$ cat src/rtl/pulse_sequencer_if.sv
// Pulse sequencer control/status bundle.
// master drives trigger and config, slave drives pulse outputs and status.
interface pulse_sequencer_if #(
  parameter int NCH     = 8,
  parameter int SHAPE_W = 32
);
  logic               trigger;
  logic               intaking_configs;
  logic [NCH-1:0]     channel_select;
  logic [SHAPE_W-1:0] pulse_shape;
  logic [15:0]        ch0delay;
  logic [15:0]        ch1delay;
  logic [15:0]        ch2delay;
  logic [15:0]        ch3delay;
  logic [15:0]        ch4delay;
  logic [15:0]        ch5delay;
  logic [15:0]        ch6delay;
  logic [15:0]        ch7delay;
  logic [NCH-1:0]     ch_out;
  logic               busy;
  logic               done;
  logic               aborted;
  logic [15:0]        fire_count;

  modport master (
    output trigger, intaking_configs,
    output channel_select, pulse_shape,
    output ch0delay, ch1delay, ch2delay, ch3delay,
    output ch4delay, ch5delay, ch6delay, ch7delay,
    input  ch_out, busy, done, aborted, fire_count
  );

  modport slave (
    input  trigger, intaking_configs,
    input  channel_select, pulse_shape,
    input  ch0delay, ch1delay, ch2delay, ch3delay,
    input  ch4delay, ch5delay, ch6delay, ch7delay,
    output ch_out, busy, done, aborted, fire_count
  );
endinterface

$ cat src/rtl/pulse_sequencer.sv
// Multi-channel delayed pulse sequencer.
// Each enabled channel shifts out a latched shape MSB-first after its own delay.
module pulse_sequencer #(
  parameter int NCH     = 8,
  parameter int SHAPE_W = 32
) (
  input logic              clk,
  input logic              rst,
  pulse_sequencer_if.slave bus
);

  localparam int IW = $clog2(SHAPE_W);
  localparam logic [IW-1:0] PTR_2ND = IW'(SHAPE_W - 2);

  typedef enum logic [1:0] {
    S_IDLE,
    S_RUN,
    S_DONE
  } state_t;

  state_t             state;
  logic [15:0]        cnt;
  logic [NCH-1:0]     sel_q;
  logic [SHAPE_W-1:0] shape_q;
  logic [15:0]        dly_in [NCH];
  logic [15:0]        dly_q  [NCH];
  logic [IW-1:0]      ptr    [NCH];
  logic [NCH-1:0]     started;
  logic [NCH-1:0]     fin;
  logic [NCH-1:0]     ch_q;
  logic               busy_q;
  logic               done_q;
  logic               abort_q;
  logic [15:0]        fc_q;
  logic               all_fin;
  logic               fire;

  assign dly_in[0] = bus.ch0delay;
  assign dly_in[1] = bus.ch1delay;
  assign dly_in[2] = bus.ch2delay;
  assign dly_in[3] = bus.ch3delay;
  assign dly_in[4] = bus.ch4delay;
  assign dly_in[5] = bus.ch5delay;
  assign dly_in[6] = bus.ch6delay;
  assign dly_in[7] = bus.ch7delay;

  assign all_fin = &(fin | ~sel_q);
  assign fire    = bus.trigger & ~bus.intaking_configs;

  assign bus.ch_out     = ch_q;
  assign bus.busy       = busy_q;
  assign bus.done       = done_q;
  assign bus.aborted    = abort_q;
  assign bus.fire_count = fc_q;

  always_ff @(posedge clk) begin
    if (rst) begin
      state   <= S_IDLE;
      cnt     <= '0;
      sel_q   <= '0;
      shape_q <= '0;
      started <= '0;
      fin     <= '0;
      ch_q    <= '0;
      busy_q  <= 1'b0;
      done_q  <= 1'b0;
      abort_q <= 1'b0;
      fc_q    <= '0;
      for (int i = 0; i < NCH; i++) begin
        dly_q[i] <= '0;
        ptr[i]   <= '0;
      end
    end else begin
      done_q  <= 1'b0;
      abort_q <= 1'b0;
      unique case (state)
        S_IDLE: begin
          if (fire) begin
            sel_q   <= bus.channel_select;
            shape_q <= bus.pulse_shape;
            cnt     <= '0;
            started <= '0;
            fin     <= '0;
            busy_q  <= 1'b1;
            for (int i = 0; i < NCH; i++) begin
              dly_q[i] <= dly_in[i];
            end
            if (bus.channel_select == '0) begin
              state  <= S_DONE;
              done_q <= 1'b1;
              fc_q   <= fc_q + 16'd1;
            end else begin
              state <= S_RUN;
            end
          end
        end
        S_RUN: begin
          if (bus.intaking_configs) begin
            state   <= S_IDLE;
            ch_q    <= '0;
            busy_q  <= 1'b0;
            abort_q <= 1'b1;
          end else if (all_fin) begin
            state  <= S_DONE;
            ch_q   <= '0;
            done_q <= 1'b1;
            fc_q   <= fc_q + 16'd1;
          end else begin
            // saturating so a 0xFFFF delay still meets its compare
            if (cnt != 16'hFFFF) begin
              cnt <= cnt + 16'd1;
            end
            for (int i = 0; i < NCH; i++) begin
              if (!sel_q[i] || fin[i]) begin
                ch_q[i] <= 1'b0;
              end else if (started[i]) begin
                ch_q[i] <= shape_q[ptr[i]];
                ptr[i]  <= ptr[i] - 1'b1;
                if (ptr[i] == '0) begin
                  fin[i] <= 1'b1;
                end
              end else if (cnt == dly_q[i]) begin
                ch_q[i]    <= shape_q[SHAPE_W-1];
                ptr[i]     <= PTR_2ND;
                started[i] <= 1'b1;
              end
            end
          end
        end
        S_DONE: begin
          state  <= S_IDLE;
          busy_q <= 1'b0;
        end
        default: begin
          state <= S_IDLE;
        end
      endcase
    end
  end

endmodule

$ cat src/flat_wrapper.sv
// flat-port wrapper written by rule: the top's interface ports become plain ports
module pulse_sequencer_flat 
#(
  parameter int NCH     = 8,
  parameter int SHAPE_W = 32
)
  (clk, rst, bus_trigger, bus_intaking_configs, bus_channel_select, bus_pulse_shape, bus_ch0delay, bus_ch1delay, bus_ch2delay, bus_ch3delay, bus_ch4delay, bus_ch5delay, bus_ch6delay, bus_ch7delay, bus_ch_out, bus_busy, bus_done, bus_aborted, bus_fire_count);
  pulse_sequencer_if #(.NCH(NCH), .SHAPE_W(SHAPE_W)) bus_i ();
  input logic clk;
  input logic rst;
  input wire logic [$bits(bus_i.trigger)-1:0] bus_trigger;
  input wire logic [$bits(bus_i.intaking_configs)-1:0] bus_intaking_configs;
  input wire logic [$bits(bus_i.channel_select)-1:0] bus_channel_select;
  input wire logic [$bits(bus_i.pulse_shape)-1:0] bus_pulse_shape;
  input wire logic [$bits(bus_i.ch0delay)-1:0] bus_ch0delay;
  input wire logic [$bits(bus_i.ch1delay)-1:0] bus_ch1delay;
  input wire logic [$bits(bus_i.ch2delay)-1:0] bus_ch2delay;
  input wire logic [$bits(bus_i.ch3delay)-1:0] bus_ch3delay;
  input wire logic [$bits(bus_i.ch4delay)-1:0] bus_ch4delay;
  input wire logic [$bits(bus_i.ch5delay)-1:0] bus_ch5delay;
  input wire logic [$bits(bus_i.ch6delay)-1:0] bus_ch6delay;
  input wire logic [$bits(bus_i.ch7delay)-1:0] bus_ch7delay;
  output wire logic [$bits(bus_i.ch_out)-1:0] bus_ch_out;
  output wire logic [$bits(bus_i.busy)-1:0] bus_busy;
  output wire logic [$bits(bus_i.done)-1:0] bus_done;
  output wire logic [$bits(bus_i.aborted)-1:0] bus_aborted;
  output wire logic [$bits(bus_i.fire_count)-1:0] bus_fire_count;
  assign bus_i.trigger = bus_trigger;
  assign bus_i.intaking_configs = bus_intaking_configs;
  assign bus_i.channel_select = bus_channel_select;
  assign bus_i.pulse_shape = bus_pulse_shape;
  assign bus_i.ch0delay = bus_ch0delay;
  assign bus_i.ch1delay = bus_ch1delay;
  assign bus_i.ch2delay = bus_ch2delay;
  assign bus_i.ch3delay = bus_ch3delay;
  assign bus_i.ch4delay = bus_ch4delay;
  assign bus_i.ch5delay = bus_ch5delay;
  assign bus_i.ch6delay = bus_ch6delay;
  assign bus_i.ch7delay = bus_ch7delay;
  assign bus_ch_out = bus_i.ch_out;
  assign bus_busy = bus_i.busy;
  assign bus_done = bus_i.done;
  assign bus_aborted = bus_i.aborted;
  assign bus_fire_count = bus_i.fire_count;
  pulse_sequencer #(.NCH(NCH), .SHAPE_W(SHAPE_W)) u_core (.clk(clk), .rst(rst), .bus(bus_i));
endmodule
$ cat config.mk
export PLATFORM = sky130hd
export DESIGN_NAME = pulse_sequencer_flat
export DESIGN_NICKNAME = d
export VERILOG_FILES = /design/src/rtl/pulse_sequencer_if.sv /design/src/rtl/pulse_sequencer.sv /design/src/flat_wrapper.sv
export SDC_FILE = /design/constraint.sdc
export NUM_CORES = 1
export LEC_CHECK = 0
export CORE_MARGIN = 1.5
export CORE_UTILIZATION = 56
export CTS_CLUSTER_SIZE = 30
export DETAILED_ROUTE_END_ITERATION = 10
export PLACE_DENSITY_LB_ADDON = 0.08
export SLEW_MARGIN = 10
export SYNTH_ARGS = -nofsm -noshare
export SYNTH_HDL_FRONTEND = slang
export SYNTH_SLANG_ARGS = --single-unit
export TNS_END_PERCENT = 100
$ cat constraint.sdc
create_clock -name clk -period 7.4 [get_ports clk]
set_input_delay 1.48 -clock clk [delete_from_list [all_inputs] [get_ports clk]]
set_output_delay 1.48 -clock clk [all_outputs]
set_load 0.005 [all_outputs]
== Word-level counts from Yosys, hierarchy flattened ==
Memories as Yosys holds them, arrays and structs flattened.
Cells that the tools add are included.
Operators by class
  multiplexer cells: 263
  magnitude comparators: 8
  equal/unequal tests: 43
  reduce and logical (&&, ||, !) cells: 67
  bitwise operators: 29
  add/subtract/negate cells: 10
Operators by type and width (number)
  $mux W16: 16
  $mux W1: 205
  $eq A16 B16 Y1: 8
  $mux W5: 16
  $pmux W16 S2: 2
  $mux W8: 7
  $reduce_and A7 Y1: 8
  $reduce_and A5 Y1: 10
  $lt A5 B6 Y1 const B: 8
  $bmux W1 S5: 8
  $logic_not A5 Y1: 8
  $ne A2 B1 Y1 const B: 20
  $reduce_bool A5 Y1: 8
  $sub A5 B1 Y5 const B: 8
  $add A16 B1 Y16 const B: 2
  $pmux W8 S2: 2
  $or A1 B1 Y1: 24
  $ne A2 B2 Y1 const B: 11
  $reduce_and A2 Y1: 10
  $ne A16 B16 Y1 const B: 1
  $logic_not A1 Y1: 8
  $logic_not A8 Y1: 1
  $logic_or A1 B1 Y1: 8
  $mux W2: 4
  other kinds (16): 17
Word-level totals
  output and inout port bits: 27
  bits in registers: 101
  bits of input ports: 172
  word-level logic and storage cells: 454
  memories kept: 2
  bits in writable memories: 168
Memory list
  u_core.dly_q: words 8, bits a word 16, rd ports 8, clocked after memory_dff 0, wr ports 8, line pulse_sequencer.sv:26  | logic [15:0] dly_q [NCH];
  u_core.ptr: words 8, bits a word 5, rd ports 8, clocked after memory_dff 0, wr ports 8, line pulse_sequencer.sv:27  | logic [IW-1:0] ptr [NCH];

== Longest topological paths before layout ==
Gate-level depths: netlist (run 1).
  depth in word-level cells: 10
  gate-level depth with buffers: 9

== Worst setup path before layout (run 1) ==
No wires, ideal clock.
  kind: input to register
  from: input port rst
  to: memory u_core.dly_q[0][0] (enable)
  library setup time: 0.509 ns
  path slack: 1.726 ns
  arrival: 5.165 ns
  buffers on the path: 2
  required time: 6.891 ns
  stages: 3
  cell sequence: clkbuf_1 -> clkbuf_1 -> nand2b_1
RTL lines
  from (decl): line flat_wrapper.sv:10  | input logic rst;
  to (decl): line pulse_sequencer.sv:26

==> metrics.yaml, run 1 <==
status: "finished, final reports clean"
hp-class: "reg2reg"
maxCapViolations: 0
final_nets: 1710
initial_utilization_pct: 57.47
most-common-layout-cells: "clkdlybuf4s50_1, edfxtp_1, nand2_1"
ys_types: 68
worst_pin_slew_ns: 1.127
num_antenna_cells: 0
num_rows: 59
final_max_slew_viol_count: 0
synthMuxAreaShare_pct: 12.61
grt_pass1_vias: 11160
insertion_delay_ns: 0.56
worstSetupEndpointType: "flip-flop"
fillers: 1978
async_reset_ff_share_pct: 0
hpwl_um: 26110
holdPathStages: 2
p_leak_nw: 6.340
path_common_cell: "buf_4"
critPathKind: "in2reg"
synth_nets: 1565
vdd_drop_max_v: 0.0002113
dr.pass1.iters: 6
cts_root_buffer: "clkbuf_16"
synth_compound_area_share_pct: 7.399
routed_wl_um: 38330
io_buffers: 198
synth_top_family_by_area: "simple AND/OR/NAND/NOR gates"
fin_ws_ns: 3.181
ys_seq_area_share_pct: 46.79
ant_nets: 0
avgRoutedWirePerCell_um: 20.45
drc_errors: 0
r2r_slack_ns: 4.20
fin_crit_ns: 4.219
io_pins: 199
postCtsHoldBufs: 0
rr_worst_depth: 6
place_ws_ns: 2.644
drive_above_1_share_pct: 9.877
critPathMaxFanout: 74
synth_edf_count: 168
vias: 11380
rsz0062_at_grt: "false"
antenna_found_initial: 0
core_area_mm2: 0.02628
power_density_mw_per_mm2: 197.9
grt_usage_pct: 27.43
cts_tree: "built"
synth_warnings: 0
cp_data_arrival_time_ns: 4.43
synth_area_per_cell_um2: 11.01
synth_seq_cells: 269
synth_simple_gate_area_share_pct: 19.25
dieArea_mm2: 0.02796
grt_max_degree: 97
synth_area_mm2: 0.01510
syn-instance-count: 1372
cts_max_level: 1
vias_per_cell: 6.072
overflow: 0
drt_iter0_markers: 1084
fp.dieW_um: 167.2
hold_violations: 0
synth_xor_area_share_pct: 8.815
cpPeakStageDelay_ns: 0.80
routabilityCongestion: 0.8965
synth_flop_cell: "edfxtp_1"
cts_setup_buffers: 0
startpoint_type: "input pin"
setup_tns_ns: 0
grt_pass1_wl_um: 60220
final_common_cell: "clkdlybuf4s50_1"
clk_pin_slew_ns: 0.06
numCtsBuffers: 29
cpMaxStageDelayCell: "nand2b_4"
cp_cell_sequence: "clkdlybuf4s50_1, nor2b_1, nand2_1, buf_4, nand2b_4, buf_4"
ctsResizeCount: 0
cp.required_ns: 7.61
multi_input_area_mm2: 0.007559
synthAdderAreaFrac_pct: 1.740
regArea_mm2: 0.007067
slew_headroom_pct: 24.84
cts.sinks: 269
fin_util_pct: 68.91
die_y_um: 167.2
cts_buffer_depth: 3
area_growth_pct: 19.91
fin_worst_skew_ns: 0.01227
timing.fmax_ghz: 0.2370
min_period_over_period_pct: 57.02
setup_viol: 0
==> cell type report <==
| class | count | area share (%) |
|---|---|---|
| clock buffers | 36 | 4.263 |
| repair buffers | 208 | 11.35 |
| inverters | 30 | 0.6218 |
| multi-input cells | 979 | 41.74 |
| well taps | 335 | 2.315 |
| clock inverters | 17 | 0.6909 |
| flip-flops and latches | 269 | 39.02 |
==> flip-flops by register name, summed over array words and instances (netlist names) <==
signal and flops:
u_core.bus.fire_count 16, u_core.bus.ch_out 8, u_core.ptr 40, u_core.state 2
u_core.shape_q 32, u_core.bus.aborted 1, u_core.fin 8, u_core.sel_q 8
u_core.started 8, u_core.dly_q 128, u_core.bus.busy 1, u_core.bus.done 1
u_core.cnt 16
==> logic make-up (layout without fill, tap and decap cells) <==
family / after synthesis / in the layout
flip-flops: 269 / 269
multiplexers: 103 / 103
AO/OA/AOI/OAI: 178 / 178
AND/OR/NAND/NOR: 525 / 525
adder cells (fa/ha/maj): 21 / 21
buffers and inverters: 124 / 291
XOR/XNOR: 152 / 152
==> layer usage <==
| layer | vias up | routed length, um | GRT usage (%) |
|---|---|---|---|
| met4 | 0 | 1145 | 8.226 |
| met5 | - | 0 | 0 |
| met3 | 101 | 2987 | 4.632 |
| met2 | 497 | 18630 | 47.30 |
| li1 | 5275 | - | - |
| met1 | 5505 | 15570 | 35.64 |
==> power by group <==
group	leakage [nW]	switching, mW	internal, mW
Sequential	2.58	0.0968	1.69
Combinational	3.32	0.193	0.232
Clock	0.443	0.598	0.775
Total	6.34	0.887	2.70
==> metrics by stage <==
stage / power, mW / instance area, um2 / hold slack, ns / cells
2_1_floorplan: 2.060 / 15100 / 0.4280 / 1372
3_3_place_gp: 2.227 / 17200 / 0.4386 / 1821
3_5_place_dp: 2.239 / 17200 / 0.4552 / 1821
4_1_cts: 3.601 / 18100 / 0.4686 / 1874
5_1_grt: 3.710 / 18110 / 0.4971 / 1874
6_report: 3.584 / 18110 / 0.4691 / 1874
==> cell usage after synthesis, drive strengths merged, types with 3 or more instances <==
master   count  area share [%]
edfxtp     168              33
nand2      133             3.3
and2       101             4.2
dfxtp      101              13
xnor2       82             4.8
a21oi       78             2.7
xor2        70             4.1
mux4        69              10
nor2b       51             2.1
nor2        50             1.2
buf         47             1.5
clkbuf      47             1.2
nor4        37             1.7
nand2b      32             1.3
o21ai       32             1.1
inv         30            0.75
nand4       30             1.3
mux2i       26             1.7
ha          21             1.7
nand3       20            0.70
or4         18            0.94
nor3        15            0.50
o31ai       14            0.70
a31oi       10            0.41
mux2         8            0.60
nand3b       8            0.40
a41oi        6            0.35
nor4b        6            0.43
or3          6            0.25
nor3b        5            0.28
o21a         5            0.25
a211oi       4            0.20
and3         4            0.17
or2          4            0.17
a2111oi      3            0.17
o32ai        3            0.17
==> critical path, delay by kind of cell <==
kind          cells  cell delay (ns)
buf+inv           3             1.58
simple gates      3             1.25
==> path summary, 6_finish.rpt <==
check / start / end
max: bus_intaking_configs / u_core.dly_q[4][11]$_SDFFCE_PN0P_
min: u_core.sel_q[0]$_SDFFE_PP0P_ / u_core.sel_q[0]$_SDFFE_PP0P_
max reg2reg: u_core.cnt[6]$_SDFFE_PP0P_ / u_core.cnt[10]$_SDFFE_PP0P_
min reg2reg: u_core.sel_q[0]$_SDFFE_PP0P_ / u_core.sel_q[0]$_SDFFE_PP0P_
Power figures use the tool's default switching activity.
==> run 2, diff against run 1 <==
Clock period 7.4 ns to 4 ns, I/O delays scaled along.
==> run 2 against run 1 <==
- cell count grew 0.85%
- clock-buffer cell count grew 2
- first-iteration DRC count shrank 7.0%
- non-clock buffer count grew 15
- sequential cell count is the same
- cell area grew 0.79%
- critical path depth shrank 1
- global-route usage grew 0.11 points
- clock power grew 88%
- core utilization grew 0.54 points
- setup slack lost 2.1 ns
- highest routed layer unchanged
==> metrics.yaml, run 2 (synthesis gave the netlist of run 1 again) <==
startpoint_type: "flip-flop"
avgRoutedWirePerCell_um: 20.41  # -0.22%
drive_above_1_share_pct: 10.87  # +0.99 points
antenna_found_initial: 0  # unchanged
fin_worst_skew_ns: 0.01587  # +0.003597 ns
io_buffers: 198  # unchanged
regArea_mm2: 0.007067  # unchanged
whs_ns: 0.4629  # -0.006128 ns
r2r-end: "u_core.ptr[0][19]$_SDFFCE_PN0P_"
power_frac_seq_pct: 49.4  # -0.5 points
p_sw_mw: 1.667  # +88%
hpwl_um: 27010  # +3.4%
grt_pass1_vias: 11110  # -0.42%
power_mw: 6.687  # +87%
top_register: "u_core.dly_q"
num_antenna_cells: 0  # unchanged
reg2reg_from: "u_core.cnt[7]$_SDFFE_PP0P_"
numCtsBuffers: 29  # unchanged
cts_max_level: 1  # unchanged
die_y_um: 167.2  # unchanged
cp_data_arrival_time_ns: 3.13  # -1.30 ns
holdPathStages: 2  # unchanged
worst_pin_slew_ns: 0.8800  # -0.2475 ns
maxCapViolations: 0  # unchanged
setup_tns_ns: 0  # unchanged
met3_wirelength_um: 2700  # -9.6%
multi_input_area_mm2: 0.007551  # about the same
cts_root_buffer: "clkbuf_16"
grt_max_degree: 120  # +24%
drt_iter0_markers: 1008  # -7.0%
ctsResizeCount: 0  # unchanged
status: "finished, final reports clean"
rr_worst_depth: 5  # -1
drc_errors: 0  # unchanged
worstSetupEndpointType: "flip-flop"
met2_length_um: 18770  # +0.74%
clk_pin_slew_ns: 0.06  # about the same
vias: 11330  # -0.45%
cts.sinks: 269  # unchanged
critPathKind: "reg2reg"
fp.dieW_um: 167.2  # unchanged
place_ws_ns: 0.7416  # -1.902 ns
vias_per_cell: 5.993  # -1.3%
num_rows: 59  # unchanged
dr.pass1.iters: 5  # -1
hp-start: "u_core.fin[6]$_SDFFE_PP0P_"
routabilityCongestion: 0.8712  # -2.8%
p_clk_share_pct: 38.6  # +0.3 points
timing.fmax_ghz: 0.3479
cts_setup_buffers: 0  # unchanged
min_period_over_period_pct: 71.86
power_density_mw_per_mm2: 366.4  # +85%
overflow: 0  # unchanged
hold_violations: 0  # unchanged
stdcell_area_mm2: 0.01825  # +0.79%
routed_wl_um: 38570  # +0.63%
initial_utilization_pct: 57.47  # unchanged
rsz0062_at_grt: "false"
switching_share_pct: 24.92  # +0.17 points
area_growth_pct: 20.85
cts_buffer_depth: 3  # unchanged
fin_crit_ns: 2.874
insertion_delay_ns: 0.57  # about the same
grt_usage_pct: 27.54  # +0.11 points
largest_register_ffs: 128  # unchanged
final_nets: 1725  # +0.88%
wl_met1_um: 15890  # +2.1%
whs_endpoint: "u_core.fin[6]$_SDFFE_PP0P_"
cp.required_ns: 4.25  # -3.36 ns
reg_top3: "u_core.dly_q x128, u_core.ptr x40, u_core.shape_q x32"
slew_headroom_pct: 41.26  # +16 points
dieArea_mm2: 0.02796  # unchanged
hp-class: "reg2reg"
power.internal_mw: 5.021  # +86%
final_max_slew_viol_count: 0  # unchanged
r2r_slack_ns: 1.13  # -3.07 ns
postPlaceCellArea_mm2: 0.01734  # +0.80%
ant_nets: 0  # unchanged
most-common-layout-cells: "clkdlybuf4s50_1, edfxtp_1, nand2_1"
vdd_drop_max_v: 0.0002768  # +31%
grt_pass1_wl_um: 60560  # +0.57%
fin_ws_ns: 1.126  # -2.055 ns
critPathMaxFanout: 12  # -84%
setup_viol: 0  # unchanged
p_leak_nw: 6.447  # +1.7%
cts_tree: "built"
final_common_cell: "clkdlybuf4s50_1"
dr.max_layer_used: "met4"
postCtsHoldBufs: 0  # unchanged
io_pins: 199  # unchanged
fillers: 1988  # +0.51%
power_frac_comb_pct: 12.0  # +0.2 points
core_area_mm2: 0.02628  # unchanged
run 2: changes by cell type in the layout (fill, tap and decap cells not counted), sizes merged:
cell      previous run  this run
buf                 11        26
clkbuf              36        38
clkinv              13        12
clkinvlp             2         0
inv                 31        33
run 2: critical path, stage by stage (launching register included):
cell,delay [ns]
dfxtp_1,0.89
xor2_1,0.14
nor4_1,0.38
nand4_1,0.36
or3_1,0.53
nand3b_1,0.26
run 2: final cells by class:
class / count / area share (%)
inverter: 30 / 0.6170
multi-input combinational: 979 / 41.37
timing repair buffer: 223 / 12.01
clock buffer: 38 / 4.326
clock inverter: 16 / 0.6581
sequential: 269 / 38.72
tap: 335 / 2.297
run 2: through the flow:
step	instances	utilization [%]
2_1_floorplan	1372	-
3_3_place_gp	1836	65.99
3_5_place_dp	1836	65.99
4_1_cts	1890	69.45
5_1_grt	1890	69.45
6_report	1890	69.45
run 2: routing by layer:
metal  GRT usage [%]  vias to the layer above
met4           8.931                        0
met1           36.76                     5401
met3           3.923                       99
met5               0                        -
met2           46.63                      519
li1                -                     5308
run 2: worst max-delay path by stage:
| stage | startpoint | to | slack (ns) | cells past startpoint |
|---|---|---|---|---|
| after detailed placement | bus_intaking_configs | u_core.ptr[0][14]$_SDFFCE_PN0P_ | 0.74 | 5 |
| final | u_core.cnt[7]$_SDFFE_PP0P_ | u_core.ptr[0][19]$_SDFFCE_PN0P_ | 1.13 | 5 |
| after floorplan | rst | u_core.dly_q[0][0]$_SDFFCE_PN0P_ | 0.48 | 3 |
| after CTS | u_core.cnt[7]$_SDFFE_PP0P_ | u_core.ptr[0][19]$_SDFFCE_PN0P_ | 1.15 | 5 |
| after global routing | u_core.cnt[7]$_SDFFE_PP0P_ | u_core.ptr[0][19]$_SDFFCE_PN0P_ | 1.01 | 5 |
| after global placement | bus_intaking_configs | u_core.ptr[0][5]$_SDFFCE_PP0P_ | 0.85 | 5 |
run 2: power by group through the flow:
stage	Combinational, mW	Clock, mW	Sequential (mW)
6_report	0.800	2.58	3.30
5_1_grt	0.870	2.71	3.32
4_1_cts	0.802	2.61	3.30
3_5_place_dp	0.795	0	3.36
3_3_place_gp	0.782	0	3.35
2_1_floorplan	0.536	0	3.27
